File: src/rtl/sram_req_arbiter_if.sv
// ---------------------------------------------------------------------------
// sram_req_arbiter_if
// One SRAM-like request/response port. The requester drives the request
// fields and consumes the handshakes and read data; the responder does the
// reverse.
//   req      request valid, held until addr_ok
//   wr       write flag
//   size     0=byte, 1=half, 2=word
//   addr     byte address
//   wdata    write data
//   rdata    read data, qualified by data_ok
//   addr_ok  address handshake accepted this cycle
//   data_ok  data phase complete this cycle
// Modports:
//   master : requester side (drives req/wr/size/addr/wdata)
//   slave  : responder side (drives rdata/addr_ok/data_ok)
// ---------------------------------------------------------------------------
interface sram_req_arbiter_if;
  logic        req;
  logic        wr;
  logic [1:0]  size;
  logic [31:0] addr;
  logic [31:0] wdata;
  logic [31:0] rdata;
  logic        addr_ok;
  logic        data_ok;

  modport master (
    output req, wr, size, addr, wdata,
    input  rdata, addr_ok, data_ok
  );

  modport slave (
    input  req, wr, size, addr, wdata,
    output rdata, addr_ok, data_ok
  );
endinterface

File: src/rtl/sram_req_arbiter.sv
// ---------------------------------------------------------------------------
// sram_req_arbiter
// Shares one SRAM-like downstream port between the instruction and data
// requesters. Data has priority unless instruction has lost STARVE_LIMIT
// consecutive accepts. A grant is held until its address handshake completes.
// The owner of every accepted transaction is recorded in an order FIFO so
// returning data_ok pulses are routed back to the right requester.
// Ports:
//   clk       clock, all state on rising edge
//   reset     synchronous, active-high
//   inst_bus  instruction requester (slave side of the port)
//   data_bus  data requester (slave side of the port)
//   mem_bus   shared downstream port (master side)
//   pend_cnt  number of outstanding (accepted, not returned) transactions
//   err       sticky: data_ok arrived with nothing outstanding
// ---------------------------------------------------------------------------
module sram_req_arbiter #(
  parameter int DEPTH        = 4,
  parameter int STARVE_LIMIT = 8
) (
  input  logic                   clk,
  input  logic                   reset,
  sram_req_arbiter_if.slave      inst_bus,
  sram_req_arbiter_if.slave      data_bus,
  sram_req_arbiter_if.master     mem_bus,
  output logic [$clog2(DEPTH):0] pend_cnt,
  output logic                   err
);

  localparam int PW = $clog2(DEPTH);
  localparam int CW = PW + 1;
  localparam int SW = $clog2(STARVE_LIMIT + 1);

  localparam logic SEL_INST = 1'b0;
  localparam logic SEL_DATA = 1'b1;

  logic           lock_v_q, lock_v_d;
  logic           lock_sel_q, lock_sel_d;
  logic [DEPTH-1:0] order_q, order_d;
  logic [PW-1:0]  wr_ptr_q, wr_ptr_d;
  logic [PW-1:0]  rd_ptr_q, rd_ptr_d;
  logic [CW-1:0]  pend_q, pend_d;
  logic [SW-1:0]  starve_q, starve_d;
  logic           err_q, err_d;

  logic sel;
  logic sel_req;
  logic full;
  logic accept;
  logic ret;
  logic head;

  // Grant selection from registered state; a held lock overrides priority.
  always_comb begin
    if (lock_v_q) begin
      sel = lock_sel_q;
    end else if ((starve_q == SW'(STARVE_LIMIT)) && inst_bus.req) begin
      sel = SEL_INST;
    end else if (data_bus.req) begin
      sel = SEL_DATA;
    end else begin
      sel = SEL_INST;
    end
  end

  // Request mux towards the downstream port.
  always_comb begin
    if (sel == SEL_DATA) begin
      sel_req       = data_bus.req;
      mem_bus.wr    = data_bus.wr;
      mem_bus.size  = data_bus.size;
      mem_bus.addr  = data_bus.addr;
      mem_bus.wdata = data_bus.wdata;
    end else begin
      sel_req       = inst_bus.req;
      mem_bus.wr    = inst_bus.wr;
      mem_bus.size  = inst_bus.size;
      mem_bus.addr  = inst_bus.addr;
      mem_bus.wdata = inst_bus.wdata;
    end
  end

  // A full FIFO blocks the request; a same-cycle pop does not unblock it.
  assign full        = (pend_q == CW'(DEPTH));
  assign mem_bus.req = sel_req & ~full & ~reset;
  assign accept      = mem_bus.req & mem_bus.addr_ok;
  assign ret         = mem_bus.data_ok & (pend_q != CW'(0));
  assign head        = order_q[rd_ptr_q];

  assign inst_bus.addr_ok = accept & (sel == SEL_INST);
  assign data_bus.addr_ok = accept & (sel == SEL_DATA);
  assign inst_bus.data_ok = ret & (head == SEL_INST);
  assign data_bus.data_ok = ret & (head == SEL_DATA);
  assign inst_bus.rdata   = mem_bus.rdata;
  assign data_bus.rdata   = mem_bus.rdata;

  assign pend_cnt = pend_q;
  assign err      = err_q;

  // Next-state for lock, order FIFO, starvation counter and error flag.
  always_comb begin
    lock_v_d   = lock_v_q;
    lock_sel_d = lock_sel_q;
    order_d    = order_q;
    wr_ptr_d   = wr_ptr_q;
    rd_ptr_d   = rd_ptr_q;
    pend_d     = pend_q;
    starve_d   = starve_q;
    err_d      = err_q;

    // Lock on a stalled address phase; release on accept or if the owner
    // withdraws its request (nothing is issued in that case).
    if (mem_bus.req && !mem_bus.addr_ok) begin
      lock_v_d   = 1'b1;
      lock_sel_d = sel;
    end else if (accept) begin
      lock_v_d = 1'b0;
    end else if (lock_v_q && !sel_req) begin
      lock_v_d = 1'b0;
    end else begin
      lock_v_d = lock_v_q;
    end

    if (accept) begin
      order_d[wr_ptr_q] = sel;
      wr_ptr_d          = wr_ptr_q + PW'(1);
    end else begin
      wr_ptr_d = wr_ptr_q;
    end

    if (ret) begin
      rd_ptr_d = rd_ptr_q + PW'(1);
    end else begin
      rd_ptr_d = rd_ptr_q;
    end

    case ({accept, ret})
      2'b10:   pend_d = pend_q + CW'(1);
      2'b01:   pend_d = pend_q - CW'(1);
      default: pend_d = pend_q;
    endcase

    // Count accepts inst lost while asking; saturate at the limit.
    if (!inst_bus.req) begin
      starve_d = SW'(0);
    end else if (accept && (sel == SEL_INST)) begin
      starve_d = SW'(0);
    end else if (accept && (starve_q != SW'(STARVE_LIMIT))) begin
      starve_d = starve_q + SW'(1);
    end else begin
      starve_d = starve_q;
    end

    if (mem_bus.data_ok && (pend_q == CW'(0))) begin
      err_d = 1'b1;
    end else begin
      err_d = err_q;
    end
  end

  // State registers with synchronous reset.
  always_ff @(posedge clk) begin
    if (reset) begin
      lock_v_q   <= 1'b0;
      lock_sel_q <= 1'b0;
      order_q    <= '0;
      wr_ptr_q   <= '0;
      rd_ptr_q   <= '0;
      pend_q     <= '0;
      starve_q   <= '0;
      err_q      <= 1'b0;
    end else begin
      lock_v_q   <= lock_v_d;
      lock_sel_q <= lock_sel_d;
      order_q    <= order_d;
      wr_ptr_q   <= wr_ptr_d;
      rd_ptr_q   <= rd_ptr_d;
      pend_q     <= pend_d;
      starve_q   <= starve_d;
      err_q      <= err_d;
    end
  end

endmodule

File: src/flat_wrapper.sv
// flat-port wrapper written by rule: the top's interface ports become plain ports
module sram_req_arbiter_flat 
#(
  parameter int DEPTH        = 4,
  parameter int STARVE_LIMIT = 8
)
  (clk, reset, pend_cnt, err, inst_bus_req, inst_bus_wr, inst_bus_size, inst_bus_addr, inst_bus_wdata, inst_bus_rdata, inst_bus_addr_ok, inst_bus_data_ok, data_bus_req, data_bus_wr, data_bus_size, data_bus_addr, data_bus_wdata, data_bus_rdata, data_bus_addr_ok, data_bus_data_ok, mem_bus_req, mem_bus_wr, mem_bus_size, mem_bus_addr, mem_bus_wdata, mem_bus_rdata, mem_bus_addr_ok, mem_bus_data_ok);
  sram_req_arbiter_if inst_bus_i ();
  sram_req_arbiter_if data_bus_i ();
  sram_req_arbiter_if mem_bus_i ();
  input  logic clk;
  input  logic reset;
  output logic [$clog2(DEPTH):0] pend_cnt;
  output logic err;
  input wire logic [$bits(inst_bus_i.req)-1:0] inst_bus_req;
  input wire logic [$bits(inst_bus_i.wr)-1:0] inst_bus_wr;
  input wire logic [$bits(inst_bus_i.size)-1:0] inst_bus_size;
  input wire logic [$bits(inst_bus_i.addr)-1:0] inst_bus_addr;
  input wire logic [$bits(inst_bus_i.wdata)-1:0] inst_bus_wdata;
  output wire logic [$bits(inst_bus_i.rdata)-1:0] inst_bus_rdata;
  output wire logic [$bits(inst_bus_i.addr_ok)-1:0] inst_bus_addr_ok;
  output wire logic [$bits(inst_bus_i.data_ok)-1:0] inst_bus_data_ok;
  input wire logic [$bits(data_bus_i.req)-1:0] data_bus_req;
  input wire logic [$bits(data_bus_i.wr)-1:0] data_bus_wr;
  input wire logic [$bits(data_bus_i.size)-1:0] data_bus_size;
  input wire logic [$bits(data_bus_i.addr)-1:0] data_bus_addr;
  input wire logic [$bits(data_bus_i.wdata)-1:0] data_bus_wdata;
  output wire logic [$bits(data_bus_i.rdata)-1:0] data_bus_rdata;
  output wire logic [$bits(data_bus_i.addr_ok)-1:0] data_bus_addr_ok;
  output wire logic [$bits(data_bus_i.data_ok)-1:0] data_bus_data_ok;
  output wire logic [$bits(mem_bus_i.req)-1:0] mem_bus_req;
  output wire logic [$bits(mem_bus_i.wr)-1:0] mem_bus_wr;
  output wire logic [$bits(mem_bus_i.size)-1:0] mem_bus_size;
  output wire logic [$bits(mem_bus_i.addr)-1:0] mem_bus_addr;
  output wire logic [$bits(mem_bus_i.wdata)-1:0] mem_bus_wdata;
  input wire logic [$bits(mem_bus_i.rdata)-1:0] mem_bus_rdata;
  input wire logic [$bits(mem_bus_i.addr_ok)-1:0] mem_bus_addr_ok;
  input wire logic [$bits(mem_bus_i.data_ok)-1:0] mem_bus_data_ok;
  assign inst_bus_i.req = inst_bus_req;
  assign inst_bus_i.wr = inst_bus_wr;
  assign inst_bus_i.size = inst_bus_size;
  assign inst_bus_i.addr = inst_bus_addr;
  assign inst_bus_i.wdata = inst_bus_wdata;
  assign inst_bus_rdata = inst_bus_i.rdata;
  assign inst_bus_addr_ok = inst_bus_i.addr_ok;
  assign inst_bus_data_ok = inst_bus_i.data_ok;
  assign data_bus_i.req = data_bus_req;
  assign data_bus_i.wr = data_bus_wr;
  assign data_bus_i.size = data_bus_size;
  assign data_bus_i.addr = data_bus_addr;
  assign data_bus_i.wdata = data_bus_wdata;
  assign data_bus_rdata = data_bus_i.rdata;
  assign data_bus_addr_ok = data_bus_i.addr_ok;
  assign data_bus_data_ok = data_bus_i.data_ok;
  assign mem_bus_req = mem_bus_i.req;
  assign mem_bus_wr = mem_bus_i.wr;
  assign mem_bus_size = mem_bus_i.size;
  assign mem_bus_addr = mem_bus_i.addr;
  assign mem_bus_wdata = mem_bus_i.wdata;
  assign mem_bus_i.rdata = mem_bus_rdata;
  assign mem_bus_i.addr_ok = mem_bus_addr_ok;
  assign mem_bus_i.data_ok = mem_bus_data_ok;
  sram_req_arbiter #(.DEPTH(DEPTH), .STARVE_LIMIT(STARVE_LIMIT)) u_core (.clk(clk), .reset(reset), .inst_bus(inst_bus_i), .data_bus(data_bus_i), .mem_bus(mem_bus_i), .pend_cnt(pend_cnt), .err(err));
endmodule
File: config.mk
export PLATFORM = sky130hd
export DESIGN_NAME = sram_req_arbiter_flat
export DESIGN_NICKNAME = d
export VERILOG_FILES = /design/src/rtl/sram_req_arbiter_if.sv /design/src/rtl/sram_req_arbiter.sv /design/src/flat_wrapper.sv
export SDC_FILE = /design/constraint.sdc
export NUM_CORES = 1
export LEC_CHECK = 0
export CAP_MARGIN = 10
export CORE_AREA = 3 3 120 122
export CTS_BUF_LIST = sky130_fd_sc_hd__clkbuf_4
export DETAILED_ROUTE_END_ITERATION = 8
export DIE_AREA = 0 0 123 125
export DONT_BUFFER_PORTS = 1
export PLACE_DENSITY = 0.4
export SKIP_CTS_REPAIR_TIMING = 1
export SYNTH_ARGS = -nofsm -noshare
export SYNTH_HDL_FRONTEND = slang
export SYNTH_SLANG_ARGS = --single-unit
File: constraint.sdc
create_clock -name clk -period 6.53 [get_ports clk]
set_input_delay 0 -clock clk [delete_from_list [all_inputs] [get_ports clk]]
set_output_delay 0 -clock clk [all_outputs]
set_load 0.01 [all_outputs]
==> metrics.yaml, run 1 <==
drt_iter0_drc: 59
min_period_ps: 2960
ys.flop_type: "dfxtp_1"
critical_path_arrival_ps: 2960
synth-warning-count: 0
overflow: 0
rsz0062_at_grt: "no"
cts_tree: "done"
end_kind: "output port"
max_freq_ghz: 0.338
final_antenna_net_count: 0
crit_required_ps: 6530
synth_top_cell_by_area: "mux2_2"
worst_pin_slew_ps: 891
grt_pass1_wl_mm: 10.5
finalSetupViolations: 0
yosysUniqueCellTypes: 44
power_density_nw_per_um2: 197
num-nets-final: 364
wl_per_cell_um: 22.9
fp.dieW_um: 123
min-delay-start: "mem_bus_addr_ok"
io_pins: 312
grt_pass1_vias: 1498
clockBufferDepth: 2
fin_cells: 360
fin_crit_sh_pct: 45.3
power_mw: 0.405
avgSynthCellArea_um2: 9.20
port_buffers: 0
synth-seq-cells: 18
start_util_pct: 17.4
timing.rr.end: "u_core.pend_cnt[2]$_SDFFE_PP0P_"
first_pass_iters: 4
drv_cap: 0
gp_congestion: 0.740
slew_headroom_pct: 40.6
clock-root-buffer: "clkbuf_4"
whs_endpoint: "u_core.lock_sel_q$_SDFFE_PP0P_"
drive_gt1_share_pct: 41.5
antenna_found_initial: 1
ys_seq_area_share_pct: 15.6
crit_fanout: 51
crit_type: "reg2out"
die-height_um: 125
clk_latency_ps: 300
place_ws_ps: 3880
dp_cells: 353
place_hpwl_mm: 7.23
synthCells: 251
place_area_um2: 2010
finClkSkew_ps: 7.13
p_leak_nw: 0.663
grt_max_degree: 52
peakVddDrop_uv: 61.4
ys_async_sr_fraction_pct: 0
synth_area_leaders: "mux2_2 (32%), buf_4 (22%), dfxtp_1 (16%), ha_1 (3.8%), a311oi_1 (1.9%)"
netlist_area_um2: 2310
row_count: 42
core_um2: 13300
start_kind: "flop"
r2r-start: "u_core.pend_cnt[2]$_SDFFE_PP0P_"
gr-usage-all-layers_pct: 9.25
rr_worst_depth: 10
drt_wl_total_mm: 8.26
hold_viol_final: 1
synth_edf_count: 0
yosysTopAreaCellShare_pct: 32.2
setup_tns_ps: 0
fin_ws_ps: 3570
h-tree-depth: 1
cts_buffers: 3
syn-num-nets: 431
hold_path_class: "in2reg"
clkSinkCount: 18
hold_slack_ps: -23.1
vias_per_cell: 4.36
hold_depth: 3
violations: "hold timing"
clk_pin_slew_ps: 110
fin_area_um2: 2050
die_area_um2: 15400
route.detailed.drc: 0
vias: 1569
drv_slew: 0
r2r_setup_slack_ps: 3930
status: "finished, violations left"
syn2layout_area_growth_pct: -11.0
area by class of cell:
class / count / area [um^2]
Sequential cell: 18 / 360
Clock inverter: 1 / 3.75
Fill cell: 1490 / 11200
Multi-Input combinational cell: 149 / 1380
Antenna cell: 1 / 2.50
Tap cell: 176 / 220
Inverter: 9 / 33.8
Clock buffer: 3 / 22.5
Timing Repair Buffer: 3 / 27.5
layout by cell type, fill, tap and decap left out, drive strengths merged, types with 3 or more instances in the layout:
cell,netlist,layout
a21oi,5,5
a311oi,5,5
a31oi,5,5
and2,4,4
clkbuf,3,3
dfxtp,18,18
ha,7,7
inv,9,9
mux2,67,67
nand2,3,3
nand3,3,3
nor2,11,11
nor3,3,3
nor3b,3,3
o21ai,3,3
xor2,3,3
power by group:
part | leakage (nW) | switching, mW | internal (mW)
Sequential | 0.146 | 0.0215 | 0.124
Clock | 0.0154 | 0.0361 | 0.0223
Combinational | 0.501 | 0.117 | 0.0847
metrics by stage:
stage	utilization (%)	hold WS, ps
2_1_floorplan	-	91.8
3_3_place_gp	15.1	0.100
3_5_place_dp	15.1	0.100
4_1_cts	15.3	-259
5_1_grt	15.5	0.0222
6_report	15.5	-23.1
registers in the layout, summed over array words and instances, names as in the netlist:
signal	flops
u_core.err	1
u_core.lock_sel_q	1
u_core.lock_v_q	1
u_core.order_q	4
u_core.pend_cnt	3
u_core.rd_ptr_q	2
u_core.starve_q	4
u_core.wr_ptr_q	2
worst max-delay path, stage by stage, from the launching register on:
cell	delay (ps)
dfxtp_1	360
inv_1	70
ha_1	150
nand4b_1	150
a31oi_4	770
buf_4	630
mux2_2	470
cells by family after synthesis:
logic type / Yosys count / synth area share [%]
XOR/XNOR: 4 / 1.52
AO/OA/AOI/OAI: 27 / 8.89
buffers and inverters: 84 / 24.8
flip-flops: 18 / 15.6
AND/OR/NAND/NOR: 41 / 10.4
multiplexers: 69 / 34.1
adder cells (fa/ha/maj): 8 / 4.66
routing by layer:
metal / GRT usage (%) / up-vias / part of all wire (%)
met4: 1.43 / 0 / 0.92
met5: 0 / - / 0
met3: 2.17 / 6 / 8.9
met1: 10.8 / 725 / 38
li1: - / 698 / -
met2: 17.2 / 140 / 53
synth_stat cells (3+ instances only):
cell type  instances
mux2_2            66
a311oi_1           5
nor3_1             3
o21ai_0            3
nor3b_1            3
nand3_1            3
ha_1               7
inv_1              8
a21oi_1            5
buf_2              5
nand2_1            3
nor2_1            10
dfxtp_1           18
xor2_1             3
and2_1             4
a31oi_1            4
clkbuf_1           3
buf_4             67
how the worst max path moves through the flow:
stage                                      end  slack [ps]                            start  depth (start not counted)
2_1_floorplan  u_core.pend_cnt[2]$_SDFFE_PP0P_        4140  u_core.pend_cnt[2]$_SDFFE_PP0P_                         10
3_3_place_gp                  mem_bus_addr[14]        3980  u_core.starve_q[0]$_SDFFE_PP0P_                          6
3_5_place_dp                   mem_bus_addr[5]        3880  u_core.starve_q[0]$_SDFFE_PP0P_                          6
4_1_cts                        mem_bus_addr[5]        3530  u_core.starve_q[0]$_SDFFE_PP0P_                          6
5_1_grt                        mem_bus_addr[5]        3330  u_core.starve_q[0]$_SDFFE_PP0P_                          6
6_report                      mem_bus_addr[14]        3570  u_core.starve_q[0]$_SDFFE_PP0P_                          6
(Power assumes the default switching activity.)
==> run 2, diff against run 1 <==
- clock period: 6.53 -> 2.8 ns (I/O delays scaled with it)
==> metrics.yaml, run 2 (synthesized netlist as in run 1, its figures left out) <==
drv_slew: 0  # unchanged
rsz0062_at_grt: "no"  # unchanged
wl_per_cell_um: 22.5  # was 22.9 um
critical_path_arrival_ps: 2850  # was 2960 ps
end_kind: "flop"  # was output port
multi_input_area_um2: 1380  # unchanged
cts_buffers: 3  # unchanged
worst_pin_slew_ps: 735  # was 891 ps
hold_depth: 3  # unchanged
hold_path_class: "in2reg"  # unchanged
grt_util_met3_pct: 2.03  # was 2.17%
syn2layout_area_growth_pct: -9.92  # was -11.0%
min_period_ps: 2620
max_freq_ghz: 0.382
grt_max_degree: 64  # was 52
io_pins: 312  # unchanged
antenna_cells: 0  # was 1
status: "finished, violations left"  # unchanged
die_area_um2: 15400  # unchanged
clock-root-buffer: "clkbuf_4"  # unchanged
power_density_nw_per_um2: 457  # was 197 nW/um^2
start_util_pct: 17.4  # unchanged
power_switching_share_pct: 42.7  # was 43.0%
min-delay-start: "mem_bus_addr_ok"  # unchanged
regArea_um2: 360  # unchanged
clk_latency_ps: 290  # was 300 ps
grt-busiest-layer: "met2"  # unchanged
route.detailed.drc: 0  # unchanged
timing.rr.end: "u_core.pend_cnt[2]$_SDFFE_PP0P_"  # unchanged
gp_congestion: 0.681  # was 0.740
clockBufferDepth: 2  # unchanged
final_antenna_net_count: 0  # unchanged
slew_headroom_pct: 50.9  # was 40.6%
clk_pin_slew_ps: 100  # was 110 ps
crit_required_ps: 3030  # was 6530 ps
die-height_um: 125  # unchanged
fill_cells: 1487  # was 1,490
drt_iter0_drc: 59  # unchanged
fin_crit_sh_pct: 93.6
p_sw_mw: 0.406  # was 0.174 mW
crit_type: "reg2reg"  # was reg2out
h-tree-depth: 1  # unchanged
finalSetupViolations: 0  # unchanged
grt_pass1_vias: 1481  # was 1,498
place_ws_ps: 191  # was 3880 ps
drive_gt1_share_pct: 42.2  # was 41.5%
hold_slack_ps: -9.29  # was -23.1 ps
layout_common_cells: "mux2_2 (66), dfxtp_1 (18), nor2_1 (10), inv_1 (8), ha_1 (7)"  # unchanged
use_met2_pct: 17.0  # was 17.2%
grt_util_met1_pct: 10.7  # was 10.8%
setup_tns_ps: 0  # unchanged
p_leak_nw: 0.678  # was 0.663 nW
antenna_found_initial: 0  # was 1
p_comb_share_pct: 50.2  # was 49.7%
port_buffers: 0  # unchanged
gr-usage-all-layers_pct: 9.10  # was 9.25%
core_um2: 13300  # unchanged
num-nets-final: 366  # was 364
grt_pass1_wl_mm: 10.4  # was 10.5 mm
finClkSkew_ps: 3.44  # was 7.13 ps
row_count: 42  # unchanged
r2r_setup_slack_ps: 180  # was 3930 ps
clkSinkCount: 18  # unchanged
p_int_mw: 0.545  # was 0.231 mW
vias_per_cell: 4.34  # was 4.36
crit_fanout: 7  # was 51
rr_worst_depth: 10  # unchanged
fin_ws_ps: 179  # was 3570 ps
first_pass_iters: 4  # unchanged
drv_cap: 0  # unchanged
final_common_cell: "mux2_2"  # unchanged
vias: 1567  # was 1,569
power.share.clock_pct: 14.3  # was 14.4%
overflow: 0  # unchanged
start_kind: "flop"  # unchanged
drt_wl_total_mm: 8.13  # was 8.26 mm
place_hpwl_mm: 7.16  # was 7.23 mm
violations: "hold timing"  # unchanged
r2r-start: "u_core.pend_cnt[2]$_SDFFE_PP0P_"  # unchanged
cts_tree: "done"  # unchanged
sequentialPowerShare_pct: 35.6  # was 35.9%
peakVddDrop_uv: 124  # was 61.4 uV
whs_endpoint: "u_core.lock_sel_q$_SDFFE_PP0P_"  # unchanged
fp.dieW_um: 123  # unchanged
hold_viol_final: 1  # unchanged
-- run 2: critical path, stage by stage (launching register included) --
cell and delay (ps):
dfxtp_1 490, or3b_2 480, nand2_1 210, nor2_4 80, inv_2 80, ha_1 170
inv_1 60, fa_1 380, xor2_1 160, or3_1 300, a21oi_1 130
-- run 2: cell type report --
class,count,share of cell area [%]
Clock buffer,3,1.08
Clock inverter,1,0.181
Inverter,9,1.62
Multi-Input combinational cell,149,66.5
Sequential cell,18,17.3
Tap cell,176,10.6
Timing Repair Buffer,5,2.65
-- run 2: power groups by stage --
stage | clock network [mW] | logic (mW) | registers [mW]
CTS | 0.148 | 0.480 | 0.340
global route | 0.159 | 0.521 | 0.344
finish | 0.136 | 0.477 | 0.338
detailed placement | 0 | 0.477 | 0.346
global placement | 0 | 0.474 | 0.343
floorplan | 0 | 0.490 | 0.335
-- run 2: worst max path at each step --
stage / startpoint / end / cells after the start
5_1_grt: u_core.pend_cnt[2]$_SDFFE_PP0P_ / u_core.pend_cnt[2]$_SDFFE_PP0P_ / 10
3_5_place_dp: u_core.pend_cnt[2]$_SDFFE_PP0P_ / u_core.pend_cnt[2]$_SDFFE_PP0P_ / 10
2_1_floorplan: u_core.pend_cnt[2]$_SDFFE_PP0P_ / u_core.pend_cnt[2]$_SDFFE_PP0P_ / 10
3_3_place_gp: u_core.pend_cnt[2]$_SDFFE_PP0P_ / u_core.pend_cnt[2]$_SDFFE_PP0P_ / 10
6_report: u_core.pend_cnt[2]$_SDFFE_PP0P_ / u_core.pend_cnt[2]$_SDFFE_PP0P_ / 10
4_1_cts: u_core.pend_cnt[2]$_SDFFE_PP0P_ / u_core.pend_cnt[2]$_SDFFE_PP0P_ / 10
-- run 2: routing by layer --
layer / vias to the layer above / part of all wire [%]
met3: 6 / 8.7
met2: 131 / 53
met1: 731 / 38
met4: 0 / 0.38
li1: 699 / -
met5: - / 0
-- run 2: through the flow --
step,total power [mW],instances,instance area [um^2],utilization [%],hold slack [ps]
after floorplan,0.825,251,2310,-,91.8
after global placement,0.817,355,2030,15.3,0.100
after detailed placement,0.823,355,2030,15.3,0.100
after CTS,0.968,359,2060,15.5,-262
after global routing,1.02,361,2080,15.6,0.0222
final,0.951,361,2080,15.6,-9.29
==> run 3, diff against run 2 <==
- ABC_AREA: not set -> 1
==> metrics.yaml, run 3 <==
drt_iter0_drc: 133  # was 59
dp_cells: 524  # was 355
max_freq_ghz: 0.451  # was 0.382 GHz
synth_top_cell_by_area: "nand2_1"  # was mux2_2
r2r-start: "u_core.starve_q[0]$_SDFFE_PP0P_"  # was u_core.pend_cnt[2]$_SDFFE_PP0P_
ys_async_sr_fraction_pct: 0  # unchanged
wl_per_cell_um: 13.0  # was 22.5 um
route.detailed.drc: 0  # unchanged
yosysUniqueCellTypes: 27  # was 44
avgSynthCellArea_um2: 5.51  # was 9.20 um^2
drive_gt1_share_pct: 4.82  # was 42.2%
crit_required_ps: 2990  # was 3030 ps
ys.flop_type: "dfxtp_1"  # unchanged
num-nets-final: 535  # was 366
crit_fanout: 3  # was 7
hold_slack_ps: 0.00682  # was -9.29 ps
fin_area_um2: 2080  # about the same
antenna_cells: 0  # unchanged
cp_slowest_cell: "fa_1"  # was dfxtp_1
h-tree-depth: 1  # unchanged
place_area_um2: 2040  # was 2030 um^2
fin_ws_ps: 582  # was 179 ps
drv_slew: 0  # unchanged
sequentialPowerShare_pct: 36.2  # was 35.6%
first_pass_iters: 4  # unchanged
synthCells: 423  # was 251
netlist_area_um2: 2330  # was 2310 um^2
multi_input_area_um2: 1300  # was 1380 um^2
final_core_util_pct: 15.6  # about the same
start_util_pct: 17.5  # was 17.4%
clock-root-buffer: "clkbuf_4"  # unchanged
antenna_found_initial: 0  # unchanged
path_depth: 13  # was 10
vias_per_cell: 4.11  # was 4.34
hold_path_class: "in2out"  # was in2reg
min-delay-start: "mem_bus_rdata[29]"  # was mem_bus_addr_ok
p_comb_share_pct: 50.0  # was 50.2%
final_antenna_net_count: 0  # unchanged
grt_pass1_wl_mm: 9.53  # was 10.4 mm
clk_latency_ps: 290  # about the same
peakVddDrop_uv: 123  # was 124 uV
grt_max_degree: 52  # was 64
cts_tree: "done"  # unchanged
worst_pin_slew_ps: 495  # was 735 ps
cp_top_family: "adder cells"  # was simple AND/OR/NAND/NOR gates
critical_path_arrival_ps: 2410  # was 2850 ps
place_hpwl_mm: 5.70  # was 7.16 mm
clkSinkCount: 18  # unchanged
cpPeakStageDelay_ps: 370  # was 490 ps
p_int_mw: 0.482  # was 0.545 mW
vias: 2173  # was 1,567
crit_chain: "inv_1, ha_1, nand4_2, nand2_2, nand3_2, nand4_1, ha_1, inv_1, fa_1, a21oi_1, o21ai_0, o21ai_0, a21oi_1"  # was or3b_2, nand2_1, nor2_4, inv_2, ha_1, inv_1, fa_1, xor2_1, or3_1, a21oi_1
die_area_um2: 15400  # unchanged
critPathLaunch: "u_core.starve_q[0]$_SDFFE_PP0P_"  # was u_core.pend_cnt[2]$_SDFFE_PP0P_
min_period_ps: 2220  # was 2620 ps
overflow: 0  # unchanged
status: "completed"  # was finished, violations left
power_switching_share_pct: 50.0  # was 42.7%
final_common_cell: "nand2_1"  # was mux2_2
grt_pass1_vias: 1899  # was 1,481
ys_seq_area_share_pct: 15.5  # was 15.6%
synth_common_cells: "nand2_1 (222), buf_4 (64), inv_1 (27)"  # was buf_4 (67), mux2_2 (66), dfxtp_1 (18)
fin_crit_sh_pct: 79.2  # was 93.6%
layout_common_cells: "nand2_1 (222), inv_1 (27), dfxtp_1 (18), nor2_1 (16), o21ai_0 (13)"  # was mux2_2 (66), dfxtp_1 (18), nor2_1 (10), inv_1 (8), ha_1 (7)
port_buffers: 0  # unchanged
critPathBufInv: 2  # unchanged
hold_viol_final: 0  # was 1
rsz0062_at_grt: "no"  # unchanged
row_count: 42  # unchanged
finClkSkew_ps: 4.84  # was 3.44 ps
regArea_um2: 360  # unchanged
synth_edf_count: 0  # unchanged
rr_worst_depth: 13  # was 10
p_leak_nw: 1.09  # was 0.678 nW
synth_area_leaders: "nand2_1 (36%), buf_4 (21%), dfxtp_1 (15%), inv_1 (4.3%), ha_1 (3.8%)"  # was mux2_2 (32%), buf_4 (22%), dfxtp_1 (16%), ha_1 (3.8%), a311oi_1 (1.9%)
slew_headroom_pct: 67.0  # was 50.9%
yosysTopAreaCellShare_pct: 35.7  # was 32.2%
power_density_nw_per_um2: 464  # was 457 nW/um^2
drv_cap: 0  # unchanged
fill_cells: 1549  # was 1,487
die-height_um: 125  # unchanged
gp_congestion: 0.682  # was 0.681
syn2layout_area_growth_pct: -10.9  # was -9.92%
cts_buffers: 3  # unchanged
place_ws_ps: 635  # was 191 ps
end_kind: "flop"  # unchanged
core_um2: 13300  # unchanged
finalSetupViolations: 0  # unchanged
p_sw_mw: 0.482  # was 0.406 mW
clockBufferDepth: 2  # unchanged
synth-seq-cells: 18  # unchanged
crit_type: "reg2reg"  # unchanged
clk_pin_slew_ps: 110  # was 100 ps
gr-usage-all-layers_pct: 7.67  # was 9.10%
start_kind: "flop"  # unchanged
synth-warning-count: 0  # unchanged
power.share.clock_pct: 13.8  # was 14.3%
drt_wl_total_mm: 6.86  # was 8.13 mm
power_mw: 0.965  # was 0.951 mW
setup_tns_ps: 0  # unchanged
io_pins: 312  # unchanged
yosysMostFrequentCell: "nand2_1"  # was buf_4
fp.dieW_um: 123  # unchanged
syn-num-nets: 603  # was 431
fin_cells: 529  # was 361
hold_depth: 0  # was 3
==> run 3: cell types whose count changed after synthesis, moves of 6 or more <==
cell     previous run  this run
nand2_1             3       222
nand3_1             3        11
a21oi_1             5        12
mux2_2             66         0
inv_1               8        27
o21ai_0             3        13
nor2_1             10        16
==> run 3: cell families after synthesis <==
family | synth area share [%]
AND/OR/NAND/NOR | 44.3
buffers and inverters | 29.0
AO/OA/AOI/OAI | 6.33
flip-flops | 15.5
adder cells (fa/ha/maj) | 4.61
XOR/XNOR | 0.376
==> run 3: area by class of cell <==
cell class	count	area share, %
inverters	29	5.24
clock buffers	3	1.08
multi-input cells	296	62.4
well taps	176	10.6
flip-flops and latches	18	17.3
repair buffers	7	3.37
==> run 3: worst paths after layout <==
path                                                   endpoint  slack, ps
worst max-delay path            u_core.pend_cnt[2]$_SDFFE_PP0P_        580
worst min register to register  u_core.starve_q[1]$_SDFFE_PP0P_        520
worst max register to register  u_core.pend_cnt[2]$_SDFFE_PP0P_        580
worst min-delay path                         inst_bus_rdata[29]      0.007
==> run 3: routing by layer <==
layer | routed length, um | up-vias | track usage, % | part of all wire, %
met5 | 0 | - | 0 | 0
met4 | 109 | 0 | 1.69 | 1.6
met2 | 3630 | 167 | 14.6 | 53
li1 | - | 1078 | - | -
met1 | 2400 | 919 | 8.34 | 35
met3 | 728 | 9 | 2.03 | 11
==> run 3: power groups by stage <==
stage	sequential [mW]	combinational, mW	clock (mW)
after floorplan	0.347	0.492	0
after global placement	0.357	0.482	0
after detailed placement	0.358	0.486	0
after CTS	0.351	0.487	0.142
after global routing	0.357	0.554	0.153
final	0.350	0.482	0.133
